==> src/rtl/router_pkg.sv <==
`default_nettype none
// ============================================================================
// Module   : router_pkg
// Brief    : Shared state codes and helpers for the parametrised router FSM.
// Revision : 1.0 - initial release
// ============================================================================
package router_pkg;

    typedef logic [3:0] state_t;

    localparam logic [3:0] DECODE_ADDRESS     = 4'd0;
    localparam logic [3:0] LOAD_FIRST_DATA    = 4'd1;
    localparam logic [3:0] WAIT_TILL_EMPTY    = 4'd2;
    localparam logic [3:0] LOAD_DATA          = 4'd3;
    localparam logic [3:0] FIFO_FULL_STATE    = 4'd4;
    localparam logic [3:0] LOAD_PARITY        = 4'd5;
    localparam logic [3:0] LOAD_AFTER_FULL    = 4'd6;
    localparam logic [3:0] CHECK_PARITY_ERROR = 4'd7;
    localparam logic [3:0] DROP_DATA          = 4'd8;
    localparam logic [3:0] DROP_PARITY        = 4'd9;

    function automatic int addr_w(input int num_ports);
        int w;
        w = $clog2(num_ports);
        return (w < 1) ? 1 : w;
    endfunction

    // Bit 'bitpos' of the one-hot encoding of 'idx'.
    function automatic logic onehot_bit(input logic [3:0] idx, input int unsigned bitpos);
        return ({28'd0, idx} == bitpos);
    endfunction

endpackage
`default_nettype wire

==> src/rtl/router_wait_timer.sv <==
`default_nettype none
// ============================================================================
// Module   : router_wait_timer
// Brief    : Cycle counter with clear/enable that flags the last allowed cycle.
// Revision : 1.0 - initial release
// ============================================================================
module router_wait_timer #(
    parameter int TIMEOUT = 0,
    parameter int TMR_W   = 8
) (
    input  logic clk,
    input  logic rst,
    input  logic i_clear,
    input  logic i_enable,
    output logic o_expire
);

    logic [TMR_W-1:0] r_count;

    always_ff @(posedge clk) begin
        if (rst || i_clear) begin
            r_count <= '0;
        end else if (i_enable) begin
            r_count <= r_count + TMR_W'(1);
        end
    end

    // A zero timeout means wait forever.
    assign o_expire = (TIMEOUT != 0) && (r_count == TMR_W'(TIMEOUT - 1));

endmodule
`default_nettype wire

==> src/rtl/router_fsm_np.sv <==
`default_nettype none
// ============================================================================
// Module   : router_fsm_np
// Brief    : Control FSM steering one packet stream to one of NUM_PORTS FIFOs.
// Revision : 1.0 - initial release
// ============================================================================
module router_fsm_np
    import router_pkg::*;
#(
    parameter int NUM_PORTS    = 3,
    parameter int ADDR_W       = addr_w(NUM_PORTS),
    parameter int WAIT_TIMEOUT = 0,
    parameter int TMR_W        = 8
) (
    input  logic                 clock,
    input  logic                 reset,
    input  logic [ADDR_W-1:0]    data_in,
    input  logic                 pkt_valid,
    input  logic                 parity_done,
    input  logic                 low_pkt_valid,
    input  logic [NUM_PORTS-1:0] soft_reset,
    input  logic [NUM_PORTS-1:0] fifo_full,
    input  logic [NUM_PORTS-1:0] fifo_empty,
    output logic [NUM_PORTS-1:0] dest_sel,
    output logic                 busy,
    output logic                 detect_add,
    output logic                 lfd_state,
    output logic                 ld_state,
    output logic                 laf_state,
    output logic                 full_state,
    output logic                 write_enb_reg,
    output logic                 rst_int_reg,
    output logic                 pkt_drop
);

    state_t            r_state;
    state_t            w_next;
    logic [ADDR_W-1:0] r_dest;
    logic              r_in_drop;
    logic              w_in_range;
    logic              w_empty_in;
    logic              w_empty_dest;
    logic              w_full_dest;
    logic              w_sr_dest;
    logic              w_expire;
    logic              w_sel_en;

    // Per-port selects only ever touch in-range bits; an unmatched address reads as 0.
    always_comb begin
        w_in_range   = 1'b0;
        w_empty_in   = 1'b0;
        w_empty_dest = 1'b0;
        w_full_dest  = 1'b0;
        w_sr_dest    = 1'b0;
        for (int p = 0; p < NUM_PORTS; p++) begin
            if (onehot_bit(4'(data_in), p)) begin
                w_in_range = 1'b1;
                w_empty_in = fifo_empty[p];
            end
            if (onehot_bit(4'(r_dest), p)) begin
                w_empty_dest = fifo_empty[p];
                w_full_dest  = fifo_full[p];
                w_sr_dest    = soft_reset[p];
            end
        end
    end

    always_comb begin
        w_next = r_state;
        case (r_state)
            DECODE_ADDRESS: begin
                if (pkt_valid) begin
                    if (!w_in_range)     w_next = DROP_DATA;
                    else if (w_empty_in) w_next = LOAD_FIRST_DATA;
                    else                 w_next = WAIT_TILL_EMPTY;
                end
            end
            LOAD_FIRST_DATA: w_next = LOAD_DATA;
            WAIT_TILL_EMPTY: begin
                if (w_empty_dest)  w_next = LOAD_FIRST_DATA;
                else if (w_expire) w_next = DROP_DATA;
            end
            LOAD_DATA: begin
                if (w_full_dest)     w_next = FIFO_FULL_STATE;
                else if (!pkt_valid) w_next = LOAD_PARITY;
            end
            FIFO_FULL_STATE: if (!w_full_dest) w_next = LOAD_AFTER_FULL;
            LOAD_AFTER_FULL: begin
                if (parity_done)        w_next = DECODE_ADDRESS;
                else if (low_pkt_valid) w_next = LOAD_PARITY;
                else                    w_next = LOAD_DATA;
            end
            LOAD_PARITY:        w_next = CHECK_PARITY_ERROR;
            CHECK_PARITY_ERROR: w_next = w_full_dest ? FIFO_FULL_STATE : DECODE_ADDRESS;
            DROP_DATA:          if (!pkt_valid) w_next = DROP_PARITY;
            DROP_PARITY:        w_next = DECODE_ADDRESS;
            default:            w_next = DECODE_ADDRESS;
        endcase
        // Drop states carry an out-of-range destination, so soft reset cannot apply there.
        if (w_sr_dest && (r_state != DECODE_ADDRESS) && (r_state <= CHECK_PARITY_ERROR)) begin
            w_next = DECODE_ADDRESS;
        end
    end

    always_ff @(posedge clock) begin
        if (reset) begin
            r_state   <= DECODE_ADDRESS;
            r_dest    <= '0;
            r_in_drop <= 1'b0;
        end else begin
            r_state   <= w_next;
            r_in_drop <= (r_state == DROP_DATA);
            if ((r_state == DECODE_ADDRESS) && pkt_valid) begin
                r_dest <= data_in;
            end
        end
    end

    router_wait_timer #(
        .TIMEOUT (WAIT_TIMEOUT),
        .TMR_W   (TMR_W)
    ) u_wait_timer (
        .clk      (clock),
        .rst      (reset),
        .i_clear  (w_next != WAIT_TILL_EMPTY),
        .i_enable ((r_state == WAIT_TILL_EMPTY) && (w_next == WAIT_TILL_EMPTY)),
        .o_expire (w_expire)
    );

    always_comb begin
        detect_add    = (r_state == DECODE_ADDRESS);
        lfd_state     = (r_state == LOAD_FIRST_DATA);
        ld_state      = (r_state == LOAD_DATA);
        laf_state     = (r_state == LOAD_AFTER_FULL);
        full_state    = (r_state == FIFO_FULL_STATE);
        busy          = !(r_state inside {DECODE_ADDRESS, LOAD_DATA, DROP_DATA, DROP_PARITY});
        write_enb_reg = (r_state inside {LOAD_DATA, LOAD_PARITY, LOAD_AFTER_FULL});
        rst_int_reg   = (r_state == CHECK_PARITY_ERROR);
        pkt_drop      = (r_state == DROP_DATA) && !r_in_drop;
        w_sel_en      = !(r_state inside {DECODE_ADDRESS, DROP_DATA, DROP_PARITY});
        dest_sel      = '0;
        for (int p = 0; p < NUM_PORTS; p++) begin
            dest_sel[p] = w_sel_en && onehot_bit(4'(r_dest), p);
        end
    end

endmodule
`default_nettype wire

==> config.mk <==
export PLATFORM = sky130hd
export DESIGN_NAME = router_fsm_np
export DESIGN_NICKNAME = d
export VERILOG_FILES = /design/src/rtl/router_pkg.sv /design/src/rtl/router_wait_timer.sv /design/src/rtl/router_fsm_np.sv
export SDC_FILE = /design/constraint.sdc
export NUM_CORES = 1
export LEC_CHECK = 0
export CAP_MARGIN = 10
export CORE_MARGIN = 2
export CORE_UTILIZATION = 38
export DETAILED_ROUTE_END_ITERATION = 10
export PLACE_DENSITY = 0.74
export SYNTH_ARGS = -nofsm -noshare
export SYNTH_HDL_FRONTEND = slang
export SYNTH_SLANG_ARGS = --single-unit
==> constraint.sdc <==
create_clock -name clock -period 1.6 [get_ports clock]
set_clock_uncertainty 0.05 [all_clocks]
set_input_delay 0.24 -clock clock [delete_from_list [all_inputs] [get_ports clock]]
set_output_delay 0.24 -clock clock [all_outputs]
set_load 0.02 [all_outputs]
======== After elaboration in Yosys (flattened, before gate mapping) ========
Cells that the tools add are included.
W data, S select, Z words.
word-level totals
  register bits ........................... 7
  input bits .............................. 16
  output and inout bits ................... 12
  logic and storage cells ................. 68
operators by class
  $lt $le $gt $ge ......................... 1
  equal/unequal tests ..................... 18
  multiplexer cells ....................... 27
  reduce and logical (&&, ||, !) cells .... 19
operator list
  operator              count
  $pmux W4 S9           1
  $mux W4               7
  $eq A4 B3 Y1 const B  4
  $mux W1               15
  $mux W3               3
  $eq A4 B2 Y1 const B  2
  $eq A4 B4 Y1 const B  2
  $ne A2 B2 Y1 const B  4
  $reduce_bool A4 Y1    2
  $logic_and A1 B1 Y1   7
  $reduce_bool A3 Y1    2
  $reduce_and A5 Y1     1
  $eq A2 B1 Y1 const B  2
  $eq A2 B2 Y1 const B  2
  $eq A4 B1 Y1 const B  1
  $le A4 B3 Y1 const B  1
  $logic_not A2 Y1      2
  $logic_not A4 Y1      1
  $logic_not A1 Y1      3
  $ne A3 B2 Y1 const B  1
  $mux W2               1
  $reduce_or A2 Y1      1

======== Depth between registers and ports, before layout ========
Gate-level depths: netlist of run 1.
  depth after elaboration ................. 8
  depth in mapped cells ................... 7
  mapped depth without buffers ............ 5

======== Cells and area by module ========
A second synthesis of run 1 with hierarchy kept.
unflattened totals
  cell total of the unflattened synthesis .. 94
  area total of the unflattened synthesis .. 665.6 sq um
modules (own cells, without submodules)
  module             times used  cells an instance  area an instance (sq um)
  router_fsm_np      1           92                 654.4
  router_wait_timer  1           2                  11.3

======== Worst setup path after synthesis of run 1 ========
Ideal clock, no wire load.
  path kind ............................... reg2out
  from .................................... register r_state[0]
  to ...................................... output dest_sel[1]
  arrival ................................. 1650 ps
  data required time ...................... 1310 ps
  path slack .............................. -340 ps
  stages on the path, launching flop included .. 6
  path buffers ............................ 2
  cell sequence ........................... dfxtp_1 buf_2 buf_1 nand2_1 and2_1 nor3b_1
on the way
  longest elaborated chain between the ends .. 4
RTL lines
  what                                              RTL line              RTL
  start, declared                                   router_fsm_np.sv:36   state_t r_state;
  start signal, assigned                            router_fsm_np.sv:111  r_state <= w_next;
  $eq A4 B4 Y1 or $logic_not A4 Y1 (tied branches)  router_fsm_np.sv:140  w_sel_en = !(r_state inside {DECODE_ADDRESS, DROP_DATA, DROP_PARITY});
  $reduce_bool A3 Y1 *                              router_fsm_np.sv:140
  $logic_not A1 Y1 *                                router_fsm_np.sv:140
  $logic_and A1 B1 Y1 *                             router_fsm_np.sv:143  dest_sel[p] = w_sel_en && onehot_bit(4'(r_dest), p);
  end, declared                                     router_fsm_np.sv:24   output logic [NUM_PORTS-1:0] dest_sel,
Every way passes the cells marked *; elsewhere a longest branch is shown, timed or not.

======== Worst setup path after layout of run 1 ========
  from .................................... register r_state[3]
  to ...................................... register r_state[1]
on the way
  longest elaborated chain between the ends .. 4
RTL lines
  what
  branches (longest 4 deep; another with $le A4 B3 Y1)
Several ways; the timed one is not identified.
A chain may end at the register's enable or synchronous reset.

==> results of run 1 <==
## layer usage
layer	track usage [%]	vias to the layer above
met4	5.41	0
met5	0	-
met1	29.3	424
met2	38.6	12
li1	-	468
met3	1.51	2
## Yosys cell counts
| cell type | instances |
|---|---|
| nor2_1 | 13 |
| nand2_1 | 9 |
| a21oi_1 | 7 |
| dfxtp_1 | 7 |
| nand3b_1 | 5 |
| nor3_1 | 5 |
| buf_2 | 4 |
| mux2i_1 | 4 |
| nor3b_1 | 4 |
| inv_1 | 3 |
| nand3_1 | 3 |
| and2_1 | 2 |
| buf_1 | 2 |
| nor2b_1 | 2 |
| o21ai_0 | 2 |
| xor2_1 | 2 |
| a2111oi_0 | 1 |
| a211oi_2 | 1 |
| a21oi_4 | 1 |
| a221oi_1 | 1 |
| and3b_1 | 1 |
| and4b_1 | 1 |
| buf_4 | 1 |
| buf_6 | 1 |
| clkbuf_1 | 1 |
| mux2i_2 | 1 |
| nand2b_1 | 1 |
| nor4_2 | 1 |
| nor4b_1 | 1 |
| nor4b_2 | 1 |
| o211a_1 | 1 |
| o211ai_1 | 1 |
| o21a_1 | 1 |
| o21ai_1 | 1 |
| o21ai_2 | 1 |
| o221a_2 | 1 |
| o22ai_1 | 1 |
| o311ai_0 | 1 |
| o31a_1 | 1 |
| or3b_1 | 1 |
## power breakdown
| part | switching (mW) | internal (mW) | leakage, nW |
|---|---|---|---|
| logic | 0.778 | 0.771 | 0.524 |
| clock network | 0.0622 | 0.0950 | 0.0150 |
| registers | 0.0479 | 0.228 | 0.0591 |
| total | 0.888 | 1.09 | 0.598 |
## sequential cells by signal, summed over array words and instances, names as in the netlist
name       cells
r_state        4
r_dest         2
r_in_drop      1
## critical path, stage by stage, from the launching register on
cell and delay [ns]:
dfxtp_2 0.32, buf_6 0.13, buf_4 0.14, nor4b_4 0.29
buf_4 0.17, a21oi_4 0.06, nor2b_1 0.14, o221a_2 0.27
## layout make-up
cell class                 instances  area share (%)
multi-input combinational         79            46.7
timing repair buffer              60            37.0
sequential                         7            11.1
tap                               25            2.35
clock buffer                       4            1.97
inverter                           3           0.846
## cell families (layout without fill, tap and decap cells)
group | Yosys count | count (layout) | synth area share, %
xor+xnor | 2 | 2 | 2.42
flops | 7 | 7 | 19.4
simple gates | 50 | 50 | 39.4
compound gates | 22 | 22 | 22.8
mux | 5 | 5 | 7.44
buf+inv | 12 | 67 | 8.48
## final timing paths
| path | from | endpoint | slack, ns |
|---|---|---|---|
| setup / recovery | r_state[3] | r_state[1] | -0.08 |
| hold reg to reg | r_dest[1] | r_dest[1] | 0.51 |
| setup reg to reg | r_state[3] | r_state[1] | -0.08 |
| hold / removal | r_dest[1] | r_dest[1] | 0.51 |
## through the flow
stage	util [%]	hold WS, ns	setup TNS, ns	std cells
6_report	75.5	0.507	-0.144	178
5_1_grt	75.5	0.530	-0.452	178
2_1_floorplan	-	0.255	-0.0528	98
4_1_cts	70.4	0.512	-0.179	172
3_5_place_dp	68.9	0.504	-2.46	168
3_3_place_gp	68.9	0.475	-2.00	168
## timing repair
| action | in CTS | in global routing |
|---|---|---|
| pin swaps | 3 | 7 |
| endpoints found under the setup margin | 16 | 13 |
| hold buffers | 0 | 0 |
| resized for setup | 53 | 27 |
| setup buffers | 0 | 6 |
==> impl_metrics.py, run 1 <==
metrics = {
    "yosys": {
        "syn-mean-instance-area_um2": 7.38,
        "synth.lib_cells_used.distinct": 40,
        "syn_nets": 114,
        "mapped_cell_area_um2": 723,
        "synth-seq-area-share_pct": 19.4,
        "synth_warnings": 0,
        "yosys-top-cells-area": "dfxtp_1 19%, nor2_1 6.7%, mux2i_1 5.5%",
        "synthesis.instances": 98,
        "yosys.area.top_type": "dfxtp_1",
        "synth.ff_latch_count": 7,
        "synth_top_area_share_pct": 19.4,
    },
    "layout": {
        "insertedDiodeCount": 0,
        "multi_input_comb_area_um2": 622,
        "mostFrequentLayoutCell": "buf_4",
        "post-route-cell-area_um2": 1330,
        "layout-drive-gt1-share_pct": 47.7,
        "final_cell_mix": "31 x buf_4, 14 x clkdlybuf4s50_1, 12 x nor2_1",
        "fill_cells": 148,
        "layout.area.seq_um2": 148,
        "syn_to_final_growth_pct": 84.1,
        "net_count_of_the_finished_layout": 170,
    },
    "die": {
        "fp-row-count": 15,
        "floorplan.initialDensity_pct": 41.0,
        "floorplan.die.width_um": 47.6,
        "design.core.area_um2": 1760,
        "die_h_um": 47.6,
        "ios": 28,
        "die_area_um2": 2270,
    },
    "job": {
        "max_cap_violations": 0,
    },
    "routing": {
        "detailroute.wirelength.met3_um": 30,
        "vias": 906,
        "drt_iter0_drc": 14,
        "topRoutingLayerUsed": "met4",
        "post-route-drc-count": 0,
        "met1Wirelength_um": 1130,
        "totalWireLength_um": 2460,
        "detail_route.first_pass.iterations": 4,
        "wl_per_cell_um": 13.8,
        "wl_met2_um": 1280,
        "routed_via_density": 5.09,
        "detail-route-antenna-nets": 0,
    },
    "clock_network": {
        "worstSkewPairLatency_ns": 0.24,
        "tritoncts": "yes",
        "ctsHtreeMaxLevel": 1,
        "path_clk_slew_ns": 0.05,
        "ctsRootBufferMaster": "clkbuf_4",
        "cts.sink_count": 7,
        "cts_max_path_buffers": 2,
        "tritoncts_buffer_count": 3,
    },
    "sta": {
        "timing.fmax_mhz": 597,
        "timing.final.hold_violations": 0,
        "final_worst_path_period_share_pct": 105,
        "setup_viol_count_final": 3,
        "post-route-min-period_ns": 1.68,
        "tightest_slew_ns": 0.340,
        "slew_violations": 0,
        "worst_case_headroom_to_the_max_slew_limit_pct": 77.0,
        "final.setup.worst_slack_ns": -0.0756,
        "rsz0062_at_grt": "true",
    },
    "placement": {
        "hpwl_dp_um": 1860,
        "port_buffers": 27,
        "placedInstanceArea_um2": 1220,
        "place_ws_ns": -0.324,
        "gp_routability_congestion": 0.926,
    },
    "min_path": {
        "worst_hold_path_stage_count": 2,
        "type_of_the_tightest_min_delay_check": "reg -> reg",
    },
    "power": {
        "p_leak_nw": 0.598,
        "total_power_mw": 1.98,
        "p_per_area_nw_per_um2": 1490,
        "worst_ir_drop_on_vdd_uv": 954,
    },
    "global_routing": {
        "number_of_antenna_violations_at_the_first_check_in_global_routing": 0,
        "first_pass_grt_wire_length_um": 3580,
        "grt_start_max_net_pins": 15,
        "total_congestion_overflow_after_global_routing": 0,
        "globalRouteTotalUtil_pct": 22.0,
        "first_global_vias": 854,
    },
    "outcome": {
        "violations": "negative setup slack",
        "outcome": "complete, but fails checks",
    },
    "worst_setup_path": {
        "cp-start-kind": "register",
        "path_class": "reg -> reg",
        "critPathRequiredTime_ns": 1.68,
        "crit_arrival_ns": 1.76,
        "path_max_fanout": 6,
        "end_kind": "register",
        "reg2reg_depth": 7,
    },
}
Note: power is estimated with default switching activity, not from simulation.
==> run 2, diff against run 1 <==
- SKIP_CTS_REPAIR_TIMING: not set -> 1
==> run 2 against run 1 <==
Net effect:
- the flow still finishes with violations (negative setup slack)
- final cell count increased by 1.1%
- clock power about the same
- sequential power about the same
- die area unchanged
- wire length increased by 9.2%
- first-iteration DRC count increased by 43%
- clock-buffer cell count unchanged
- worst setup slack got worse by 0.049 ns
- register-to-register slack got worse by 0.05 ns
- largest cell class unchanged
- largest power group unchanged
- highest routed layer unchanged
==> impl_metrics.py, run 2 (synthesis gave the netlist of run 1 again) <==
metrics = {
    "layout": {
        "syn_to_final_growth_pct": 95.2,
        "largestRegisters": "r_state x4, r_dest x2, r_in_drop x1",
        "number_of_flip_flops_in_the_largest_register": 4,
        "regMostFlops": "r_state",
        "insertedDiodeCount": 0,
        "net_count_of_the_finished_layout": 172,
        "final_cell_mix": "33 x buf_4, 12 x nor2_1, 10 x clkdlybuf4s50_1",
        "layoutNonFillerInstCount": 180,
        "layout-drive-gt1-share_pct": 49.0,
        "mostFrequentLayoutCell": "buf_4",
    },
    "placement": {
        "gp_routability_congestion": 0.926,
        "place_ws_ns": -0.324,
        "port_buffers": 27,
        "hpwl_dp_um": 1860,
        "placed_cells_incl_taps": 168,
    },
    "die": {
        "design.core.area_um2": 1760,
        "floorplan.die.width_um": 47.6,
        "die_h_um": 47.6,
        "ios": 28,
        "die_area_um2": 2270,
        "fp-row-count": 15,
        "floorplan.initialDensity_pct": 41.0,
    },
    "worst_setup_path": {
        "cp_cell_sequence": "mux2i_4 -> o211ai_1 -> a21oi_4 -> or3b_4 -> a211oi_2",
        "path_max_fanout": 6,
        "critPathRequiredTime_ns": 1.70,
        "cp-startpoint": "r_dest[0]",
        "reg2reg_depth": 5,
        "cp-start-kind": "register",
        "ff2ff_setup_slack_ns": -0.12,
        "worstReg2RegStart": "r_dest[0]",
        "crit_path_max_incr_delay_ns": 0.41,
        "end_kind": "register",
        "crit_arrival_ns": 1.83,
        "cp_num_buf_inv": 0,
        "crit-reg2reg-capture": "r_state[3]",
        "cp_top_family": "compound AO/OA/AOI/OAI gates",
        "path_class": "reg -> reg",
        "critical-path-slowest-cell": "or3b_4",
    },
    "sta": {
        "slew_violations": 0,
        "final.setup.worst_slack_ns": -0.125,
        "timing.fmax_mhz": 580,
        "final_worst_path_period_share_pct": 108,
        "post-route-min-period_ns": 1.72,
        "finalSetupTns_ns": -0.205,
        "rsz0062_at_grt": "true",
        "tightest_slew_ns": 0.301,
        "setup_viol_count_final": 4,
        "worst_case_headroom_to_the_max_slew_limit_pct": 79.9,
        "timing.final.hold_violations": 0,
    },
    "clock_network": {
        "tritoncts_buffer_count": 3,
        "tritoncts": "yes",
        "ctsHtreeMaxLevel": 1,
        "path_clk_slew_ns": 0.05,
        "ctsRootBufferMaster": "clkbuf_4",
        "worstSkewPairLatency_ns": 0.24,
        "cts.sink_count": 7,
        "cts_max_path_buffers": 2,
    },
    "power": {
        "total_power_mw": 2.17,
        "p_leak_nw": 0.672,
        "p_per_area_nw_per_um2": 1540,
        "worst_ir_drop_on_vdd_uv": 967,
    },
    "routing": {
        "post-route-drc-count": 0,
        "drt_iter0_drc": 20,
        "totalWireLength_um": 2680,
        "detail-route-antenna-nets": 0,
        "wl_per_cell_um": 14.9,
        "detail_route.first_pass.iterations": 4,
        "routed_via_density": 5.22,
        "vias": 939,
    },
    "global_routing": {
        "first_global_vias": 850,
        "total_congestion_overflow_after_global_routing": 0,
        "globalRouteTotalUtil_pct": 21.5,
        "number_of_antenna_violations_at_the_first_check_in_global_routing": 0,
        "first_pass_grt_wire_length_um": 3520,
        "grt_start_max_net_pins": 15,
    },
    "job": {
        "max_cap_violations": 0,
    },
    "min_path": {
        "hp-start": "pkt_valid",
        "type_of_the_tightest_min_delay_check": "in -> reg",
        "worst_hold_path_stage_count": 4,
        "worstHoldEndpoint": "r_dest[0]",
    },
    "outcome": {
        "violations": "negative setup slack",
        "outcome": "complete, but fails checks",
    },
}
-- run 2: cell count changes in the layout (fill, tap and decap cells not counted), sizes merged --
| cell | delta |
|---|---|
| buf | -2 |
| clkbuf | +3 |
| dlymetal6s2s | +5 |
| clkdlybuf4s50 | -4 |
-- run 2: worst register-to-register path: cells and delay by family (launching register included) --
kind | cells | cell delay [ns]
AOI/OAI and AO/OA | 3 | 0.60
muxes | 1 | 0.20
DFF | 1 | 0.37
and+or+nand+nor | 1 | 0.41
-- run 2: routing by layer --
layer  track usage, %  share of wire (%)  vias up  wire length [um]
met1             27.7                 44      452              1170
met3             1.51                1.2        4                31
li1                 -                  -      471                 -
met5                0                  0        -                 0
met2             39.5                 54       12              1450
met4             4.32                1.3        0                36
-- run 2: final cells by class --
cell class              count  area [um2]
multi-input cells          79         657
repair buffers             62         538
fillers                   129         353
flip-flops and latches      7         148
well taps                  25        31.3
clock buffers               4        26.3
inverters                   3        11.3
-- run 2: worst max path at each step --
stage / to / slack [ns] / cells after the start
CTS: dest_sel[2] / -0.49 / 5
detailed placement: r_state[3] / -0.32 / 6
global route: r_state[3] / -0.17 / 5
global placement: r_state[2] / -0.28 / 6
floorplan: dest_sel[1] / -0.03 / 5
finish: r_state[3] / -0.12 / 5
-- run 2: through the flow --
step	hold WS [ns]	cell area [um2]	utilization (%)
2_1_floorplan	0.255	767	-
3_3_place_gp	0.475	1220	68.9
3_5_place_dp	0.504	1220	68.9
4_1_cts	0.512	1240	70.4
5_1_grt	0.465	1410	80.0
6_report	0.447	1410	80.0
-- run 2: power by group --
part / leakage, nW / switching, mW / internal [mW] / total, mW
sequential: 0.0591 / 0.0453 / 0.228 / 0.273
clock: 0.0150 / 0.0621 / 0.0950 / 0.157
combinational: 0.598 / 0.863 / 0.875 / 1.74
total: 0.672 / 0.971 / 1.20 / 2.17
==> run 3, diff against run 2 <==
- GPL_TIMING_DRIVEN: not set -> 0
==> run 3 against run 2 <==
Net effect:
- the run still ends with negative setup slack left
- non-clock buffer count decreased by 12
- wire length decreased by 5.8%
- combinational power increased by 4%
- core utilization decreased by 1.7 points
- global-route usage decreased by 1.8 points
- sequential share of layout area increased by 0.23 points
- die area unchanged
- sequential cell count unchanged
- via count decreased by 4.2%
- critical endpoint is now dest_sel[0]
- largest power group unchanged
==> impl_metrics.py, run 3 (synthesis gave the netlist of run 1 again) <==
metrics = {
    "layout": {
        "final_cell_mix": "15 x buf_4, 14 x clkdlybuf4s50_1, 10 x nor2_1",
        "number_of_flip_flops_in_the_largest_register": 4,
        "net_count_of_the_finished_layout": 160,
        "layoutNonFillerInstCount": 168,
        "finish.utilization_pct": 78.3,
        "layout-drive-gt1-share_pct": 44.1,
        "post-route-cell-area_um2": 1380,
        "regMostFlops": "r_state",
        "syn_to_final_growth_pct": 91.0,
        "insertedDiodeCount": 0,
        "mostFrequentLayoutCell": "buf_4",
        "largestRegisters": "r_state x4, r_dest x2, r_in_drop x1",
    },
    "sta": {
        "rsz0062_at_grt": "true",
        "final.setup.worst_slack_ns": -0.124,
        "timing.final.hold_violations": 0,
        "post-route-min-period_ns": 1.72,
        "setup_viol_count_final": 11,
        "tightest_slew_ns": 0.348,
        "worst_case_headroom_to_the_max_slew_limit_pct": 76.6,
        "hold_slack_ns": 0.361,
        "timing.fmax_mhz": 580,
        "slew_violations": 0,
        "final_worst_path_period_share_pct": 108,
    },
    "die": {
        "floorplan.die.width_um": 47.6,
        "design.core.area_um2": 1760,
        "die_area_um2": 2270,
        "die_h_um": 47.6,
        "floorplan.initialDensity_pct": 41.0,
        "ios": 28,
        "fp-row-count": 15,
    },
    "placement": {
        "place_ws_ns": -0.638,
        "gp_routability_congestion": 0.827,
        "hpwl_dp_um": 1530,
        "placed_cells_incl_taps": 150,
        "placedInstanceArea_um2": 1070,
        "port_buffers": 27,
    },
    "routing": {
        "totalWireLength_um": 2530,
        "drt_iter0_drc": 19,
        "topRoutingLayerUsed": "met4",
        "wl_per_cell_um": 15.0,
        "detail-route-antenna-nets": 0,
        "vias": 900,
        "routed_via_density": 5.36,
        "detail_route.first_pass.iterations": 4,
        "post-route-drc-count": 0,
        "detailroute.wirelength.met3_um": 65,
        "met1Wirelength_um": 1190,
        "wl_met2_um": 1210,
    },
    "global_routing": {
        "number_of_antenna_violations_at_the_first_check_in_global_routing": 0,
        "first_pass_grt_wire_length_um": 3220,
        "grt_start_max_net_pins": 11,
        "first_global_vias": 730,
        "total_congestion_overflow_after_global_routing": 0,
        "globalRouteTotalUtil_pct": 19.8,
    },
    "clock_network": {
        "worstSkewPairLatency_ns": 0.25,
        "ctsHtreeMaxLevel": 1,
        "cts.sink_count": 7,
        "tritoncts": "yes",
        "ctsRootBufferMaster": "clkbuf_4",
        "tritoncts_buffer_count": 3,
        "cts_max_path_buffers": 2,
        "path_clk_slew_ns": 0.05,
    },
    "power": {
        "p_per_area_nw_per_um2": 1610,
        "power.switching_uw": 994,
        "clock_group_share_of_total_power_pct": 7.1,
        "power_frac_seq_pct": 11.4,
        "p_leak_nw": 0.571,
        "power_switching_share_pct": 44.7,
        "internal-power_mw": 1.23,
        "logic_pwr_share_pct": 81.4,
        "worst_ir_drop_on_vdd_uv": 1020,
    },
    "worst_setup_path": {
        "path_class": "reg -> out",
        "ff2ff_setup_slack_ns": -0.12,
        "crit_arrival_ns": 1.43,
        "reg2reg_depth": 7,
        "crit-reg2reg-capture": "r_state[3]",
        "path_max_fanout": 10,
        "end_kind": "primary output",
        "worstReg2RegStart": "r_dest[0]",
        "cp-start-kind": "register",
        "critPathRequiredTime_ns": 1.31,
    },
    "job": {
        "max_cap_violations": 0,
    },
    "min_path": {
        "type_of_the_tightest_min_delay_check": "in -> reg",
        "worst_hold_path_stage_count": 3,
        "worstHoldEndpoint": "r_dest[1]",
        "hp-start": "pkt_valid",
    },
    "outcome": {
        "violations": "negative setup slack",
        "outcome": "complete, but fails checks",
    },
}
-- run 3: changes by cell type in the layout (fill, tap and decap cells not counted), sizes merged --
cell           change
buf               -10
dlymetal6s2s       -5
clkdlybuf4s50      +4
clkbuf             -1
-- run 3: power by group through the flow --
stage	Sequential, mW	Clock (mW)	Combinational (mW)
global placement	0.240	0	1.21
detailed placement	0.242	0	1.23
finish	0.254	0.159	1.81
floorplan	0.236	0	0.862
global route	0.258	0.171	1.91
CTS	0.239	0.167	1.24
-- run 3: how the worst max path moves through the flow --
stage	start	end	slack, ns	cells after the start
4_1_cts	r_state[0]	dest_sel[2]	-0.93	6
5_1_grt	r_dest[0]	r_state[3]	-0.20	7
3_5_place_dp	r_state[0]	dest_sel[2]	-0.64	6
6_report	r_state[0]	dest_sel[0]	-0.12	6
3_3_place_gp	r_state[0]	dest_sel[2]	-0.62	6
2_1_floorplan	r_state[0]	dest_sel[1]	-0.03	5
-- run 3: layout make-up --
class,count,area (um2)
inverters,3,18.8
well taps,25,31.3
fillers,130,383
repair buffers,41,395
multi-input cells,79,648
clock buffers,4,26.3
flip-flops and latches,7,148
plain buffers,9,114
-- run 3: worst max-delay path, stage by stage, from the launching register on --
cell and delay [ns]:
dfxtp_2 0.32, buf_6 0.11, buf_12 0.13, nand2_8 0.06, and2_4 0.18, nor3_2 0.18
buf_4 0.19
-- run 3: metal layers --
layer	global-route usage (%)	vias to the layer above
met4	4.86	0
met1	29.1	426
met2	30.8	22
li1	-	446
met5	0	-
met3	2.26	6
-- run 3: stage by stage --
| step | setup TNS (ns) | power [mW] |
|---|---|---|
| 6_report | -0.751 | 2.22 |
| 5_1_grt | -1.59 | 2.34 |
| 4_1_cts | -9.15 | 1.64 |
| 3_5_place_dp | -6.73 | 1.47 |
| 3_3_place_gp | -6.25 | 1.45 |
| 2_1_floorplan | -0.0528 | 1.10 |
